==> src/rtl/sne_cfg_arbiter.sv <==
// sne_cfg_arbiter: shares the SNE core configuration window between
// single-word AXI-lite writes and streamed configuration packets.
// Arbitration is round-robin per transaction, and a stream packet keeps the
// window until its TLAST beat. Writes reach the core one cycle after the
// accepting handshake. The module also keeps write and error counters.
// Optional build macro: CFG_ADDR_CHECK_EN enables the address window check.
// When it is defined, writes outside [WIN_BASE, WIN_BASE+WIN_SIZE) are
// dropped and counted as errors.
module sne_cfg_arbiter #(
  parameter int          BW       = 32,
  parameter int          GAP      = 0,
  parameter logic [31:0] WIN_BASE = 32'h0000_0000,
  parameter logic [31:0] WIN_SIZE = 32'h0001_0000
) (
  input  logic          clk_control,
  input  logic          clk_control_rst_high,
  input  logic          cfg_enable,
  input  logic          axi_req_valid,
  output logic          axi_req_ready,
  input  logic [31:0]   axi_req_addr,
  input  logic [BW-1:0] axi_req_wdata,
  input  logic [BW-1:0] cfg_stream_TDATA,
  input  logic          cfg_stream_TVALID,
  output logic          cfg_stream_TREADY,
  input  logic          cfg_stream_TLAST,
  output logic [31:0]   config_addr_o,
  output logic [BW-1:0] config_wdata_o,
  output logic          config_we_o,
  output logic [1:0]    grant_o,
  output logic          busy_o,
  output logic [31:0]   wr_count_o,
  output logic [15:0]   err_count_o
);

  typedef enum logic [1:0] {IDLE, STR_DATA, GAP_WAIT} state_t;

  localparam logic [3:0] GAP_L  = 4'(GAP);
  localparam logic [3:0] GAP_M1 = GAP_L - 4'd1;

  state_t        state_reg, state_next;
  logic          last_grant_reg, last_grant_next;  // 1 = stream was served last
  logic [3:0]    gap_cnt_reg, gap_cnt_next;
  logic [31:0]   cur_addr_reg, cur_addr_next;
  logic          we_reg, we_next;
  logic [31:0]   addr_reg, addr_next;
  logic [BW-1:0] wdata_reg, wdata_next;
  logic [31:0]   wr_count_reg, wr_count_next;
  logic [15:0]   err_count_reg, err_count_next;

  logic          axi_ready_c, str_ready_c;
  logic [1:0]    grant_c;
  logic          issue_c, err_inc_c, in_win_c;
  logic [31:0]   issue_addr_c;
  logic [BW-1:0] issue_data_c;
  logic          pick_axi_c, pick_str_c;

  // Round-robin tie break: on a collision, the side that was not served last wins.
  assign pick_axi_c = axi_req_valid && (!cfg_stream_TVALID || last_grant_reg);
  assign pick_str_c = cfg_stream_TVALID && (!axi_req_valid || !last_grant_reg);

  // Address window check on the write about to be issued.
`ifdef CFG_ADDR_CHECK_EN
  assign in_win_c = ({1'b0, issue_addr_c} >= {1'b0, WIN_BASE}) &&
                    ({1'b0, issue_addr_c} <  ({1'b0, WIN_BASE} + {1'b0, WIN_SIZE}));
`else
  assign in_win_c = 1'b1;
`endif

  // Next-state logic, handshakes, write issue and counter updates.
  always_comb begin
    state_next      = state_reg;
    last_grant_next = last_grant_reg;
    gap_cnt_next    = gap_cnt_reg;
    cur_addr_next   = cur_addr_reg;
    we_next         = 1'b0;
    addr_next       = addr_reg;
    wdata_next      = wdata_reg;
    wr_count_next   = wr_count_reg;
    err_count_next  = err_count_reg;
    axi_ready_c     = 1'b0;
    str_ready_c     = 1'b0;
    grant_c         = 2'b00;
    issue_c         = 1'b0;
    err_inc_c       = 1'b0;
    issue_addr_c    = cur_addr_reg;
    issue_data_c    = cfg_stream_TDATA;

    case (state_reg)
      IDLE: begin
        if (cfg_enable) begin
          if (pick_axi_c) begin
            axi_ready_c     = 1'b1;
            grant_c         = 2'b01;
            last_grant_next = 1'b0;
            issue_c         = 1'b1;
            issue_addr_c    = axi_req_addr;
            issue_data_c    = axi_req_wdata;
            if (GAP > 0) begin
              state_next   = GAP_WAIT;
              gap_cnt_next = GAP_M1;
            end
          end else if (pick_str_c) begin
            str_ready_c = 1'b1;
            grant_c     = 2'b10;
            if (cfg_stream_TLAST) begin
              // A packet with only a header carries no data: flag it and drop it.
              err_inc_c       = 1'b1;
              last_grant_next = 1'b1;
            end else begin
              cur_addr_next = {cfg_stream_TDATA[31:2], 2'b00};
              gap_cnt_next  = 4'd0;
              state_next    = STR_DATA;
            end
          end
        end
      end

      STR_DATA: begin
        grant_c = 2'b10;
        if (gap_cnt_reg != 4'd0) begin
          gap_cnt_next = gap_cnt_reg - 4'd1;
        end else begin
          str_ready_c = 1'b1;
          if (cfg_stream_TVALID) begin
            issue_c       = 1'b1;
            issue_addr_c  = cur_addr_reg;
            issue_data_c  = cfg_stream_TDATA;
            cur_addr_next = cur_addr_reg + 32'd4;
            if (cfg_stream_TLAST) begin
              last_grant_next = 1'b1;
              if (GAP > 0) begin
                state_next   = GAP_WAIT;
                gap_cnt_next = GAP_M1;
              end else begin
                state_next = IDLE;
              end
            end else begin
              gap_cnt_next = GAP_L;
            end
          end
        end
      end

      GAP_WAIT: begin
        if (gap_cnt_reg == 4'd0) state_next = IDLE;
        else                     gap_cnt_next = gap_cnt_reg - 4'd1;
      end

      default: state_next = IDLE;
    endcase

    if (issue_c) begin
      if (in_win_c) begin
        we_next       = 1'b1;
        addr_next     = issue_addr_c;
        wdata_next    = issue_data_c;
        wr_count_next = wr_count_reg + 32'd1;
      end else begin
        err_inc_c = 1'b1;
      end
    end

    if (err_inc_c && (err_count_reg != 16'hFFFF)) err_count_next = err_count_reg + 16'd1;
  end

  // State and output registers, cleared asynchronously.
  always_ff @(posedge clk_control or posedge clk_control_rst_high) begin
    if (clk_control_rst_high) begin
      state_reg      <= IDLE;
      last_grant_reg <= 1'b1;
      gap_cnt_reg    <= 4'd0;
      cur_addr_reg   <= 32'd0;
      we_reg         <= 1'b0;
      addr_reg       <= 32'd0;
      wdata_reg      <= '0;
      wr_count_reg   <= 32'd0;
      err_count_reg  <= 16'd0;
    end else begin
      state_reg      <= state_next;
      last_grant_reg <= last_grant_next;
      gap_cnt_reg    <= gap_cnt_next;
      cur_addr_reg   <= cur_addr_next;
      we_reg         <= we_next;
      addr_reg       <= addr_next;
      wdata_reg      <= wdata_next;
      wr_count_reg   <= wr_count_next;
      err_count_reg  <= err_count_next;
    end
  end

  // Handshakes are masked while reset is asserted, so no beat is taken then.
  assign axi_req_ready     = axi_ready_c && !clk_control_rst_high;
  assign cfg_stream_TREADY = str_ready_c && !clk_control_rst_high;
  assign grant_o           = clk_control_rst_high ? 2'b00 : grant_c;
  assign busy_o            = (state_reg != IDLE);
  assign config_we_o       = we_reg;
  assign config_addr_o     = addr_reg;
  assign config_wdata_o    = wdata_reg;
  assign wr_count_o        = wr_count_reg;
  assign err_count_o       = err_count_reg;

endmodule
==> config.mk <==
export PLATFORM = sky130hd
export DESIGN_NAME = sne_cfg_arbiter
export DESIGN_NICKNAME = d
export VERILOG_FILES = /design/src/rtl/sne_cfg_arbiter.sv
export SDC_FILE = /design/constraint.sdc
export NUM_CORES = 1
export LEC_CHECK = 0
export CORE_MARGIN = 5
export CORE_UTILIZATION = 25
export DETAILED_ROUTE_END_ITERATION = 6
export PLACE_DENSITY_LB_ADDON = 0.08
export SLEW_MARGIN = 0
export SYNTH_ARGS = -nofsm -noshare
export SYNTH_HDL_FRONTEND = slang
export SYNTH_SLANG_ARGS = --single-unit
==> constraint.sdc <==
create_clock -name clk_control -period 4.75 [get_ports clk_control]
set_clock_uncertainty 0.05 [all_clocks]
set_input_delay 0.95 -clock clk_control [delete_from_list [all_inputs] [get_ports clk_control]]
set_output_delay 0.95 -clock clk_control [all_outputs]
set_load 0.02 [all_outputs]
==> results.cfg <==
[worst_setup_path]
worstSetupEndpointType = primary output
startpoint_type = primary input
path_class = in -> out
r2r-start = gap_cnt_reg[0]
r2r_cells = 8
cp_data_required_time_ps = 3750
r2r-end = cur_addr_reg[4]
critPathMaxFanout = 11
cp-startpoint = cfg_stream_TVALID
cp.arrival_ps = 2860
reg2reg_slack_ps = 1990
endpoint = axi_req_ready

[cts]
clockBufferDepth = 2
cts_hold_buf = 0
numCtsBuffers = 17
cts_sinks = 149
ctsResizeCount = 0
htreeDepth = 4
insertion_delay_ps = 430
cts-root-buf = clkbuf_16
cts_tree = built
post-cts-setup-buffers = 0
path_clk_slew_ps = 60

[place]
io_buffers = 219
dp_hpwl_mm = 18.1
placed_cells = 1387
gp_congestion = 0.756

[global_route]
use_met2_pct = 24.8
grt.overflow.total = 0
grt_max_degree = 97
grtUsageMet3_pct = 3.38
grt_pass1_wl_mm = 40.2
top_usage_layer = met2
grtUsageMet1_pct = 20.9
grt_pass1_vias = 6800
antenna_found_initial = 0
track_usage_pct = 15.2

[routing]
drcViolationCount = 0
routed_wirelength_mm = 25.6
drtPass1Iterations = 5
vias_per_cell = 4.76
wl_per_cell_um = 18.0
drtIter0Drc = 403
antenna_left = 0
via_count = 6756

[logic_synthesis]
synth_flop_cell = dfrtp_1
yosys.area.top_type_share_pct = 50.4
synthTopCellsByArea = dfrtp_1 (50%), nand2_1 (9.0%), a31oi_1 (5.6%)
synth.distinct_cells = 62
synth_warnings = 0
ys_ff_latch = 149
synth_edf_count = 0
yosysSeqAreaShare_pct = 50.7
synth_largest_area_cell = dfrtp_1
syn_avg_cell_area_um2 = 8.94
syn_inst = 822
postSynthNetCount = 928
async_flop_share_pct = 100
netlist_area_mm2 = 0.00735

[die]
start_util_pct = 25.5
fp.dieH_um = 181
core_area_mm2 = 0.0289
num_rows = 62
ios = 220
die_x_um = 181
die-area_mm2 = 0.0329

[run]
drv_cap = 0

[timing]
hold_viol_final = 0
fin_crit_sh_pct = 81.2
fmax_mhz = 259
setup_viol = 0
slew_headroom_pct = 38.1
maxSlewViolCount = 0
min_period_ps = 3860
worst_slew_pin_slew_ps = 927
fin_tns_setup_ps = 0
rsz0062_at_grt = no

[min_path]
holdPathStages = 1
hold_path.class = reg -> reg

[status]
status = finished, final reports clean

[cells_and_area]
layout_common_cells = clkdlybuf4s50_1 (219), nand2_1 (175), dfrtp_1 (147)
syn_to_final_growth_pct = 42.8
final_core_util_pct = 36.4
layout.nets = 1128
final_common_cell = clkdlybuf4s50_1
drive_above_1_share_pct = 6.18
n_antenna_cell = 0
final_cells = 1419

[power_and_ir_drop]
power_density_mw_per_mm2 = 582
p_leak_nw = 4.21
ir_drop_uv = 244
## worst max-delay path, stage by stage
cell and delay (ps):
clkdlybuf4s50_1 600, nor2b_1 270, or2_4 270, nor2_1 140, clkdlybuf4s50_1 630
## per-stage QoR
| stage | power, mW | cell area, um2 | hold WS, ps | setup WS, ps |
|---|---|---|---|---|
| detailed placement | 4.82 | 9930 | 419 | 897 |
| global route | 6.55 | 10500 | 431 | 775 |
| finish | 6.11 | 10500 | 416 | 892 |
| floorplan | 3.63 | 7350 | 434 | 1140 |
| global placement | 4.81 | 9930 | 411 | 941 |
| CTS | 6.21 | 10500 | 428 | 897 |
## layer usage
layer,wire length [um],part of all wire [%]
met5,0,0
met1,11800,46
met4,197,0.77
met3,1020,4.0
met2,12500,49
## Yosys cell counts (all sizes together), types with 4 or more instances
library cell,instances
mux2i,4
or3,5
clkbuf,31
nor3,15
nor2,88
nor2b,5
a31oi,66
and4,9
ha,4
nand3,36
nor4,5
o21ai,15
o22ai,12
a21oi,39
a2bb2oi,4
dfrtp,148
inv,10
nand2b,4
nand4,26
xor2,4
nand2,176
and3,10
xnor2,41
buf,20
## worst min-delay path by stage
stage,start,endpoint,slack (ps)
floorplan,gap_cnt_reg[0],gap_cnt_reg[0],430
global placement,wr_count_o[31],wr_count_o[31],410
detailed placement,wr_count_o[31],wr_count_o[31],420
CTS,wr_count_o[31],wr_count_o[31],430
global route,wr_count_o[31],wr_count_o[31],430
finish,wr_count_o[31],wr_count_o[31],420
## final cells by class
type / count / area (um2)
fill: 3018 / 18400
sequential: 149 / 3730
multi-input combinational: 612 / 3370
timing repair buffer: 232 / 2300
tap: 384 / 480
clock buffer: 20 / 447
clock inverter: 12 / 119
inverter: 10 / 41.3
## kinds of logic after synthesis
logic type / share of synthesized area (%)
flops: 50.7
xor+xnor: 5.36
fa+ha+maj: 0.681
compound gates: 14.3
mux: 0.851
simple gates: 24.5
buf+inv: 3.51
## where the power goes
group | internal [mW] | switching [mW]
logic | 1.18 | 1.42
clock network | 0.745 | 0.604
registers | 1.74 | 0.428
total | 3.66 | 2.45
Note: power is estimated with default switching activity, not from simulation.
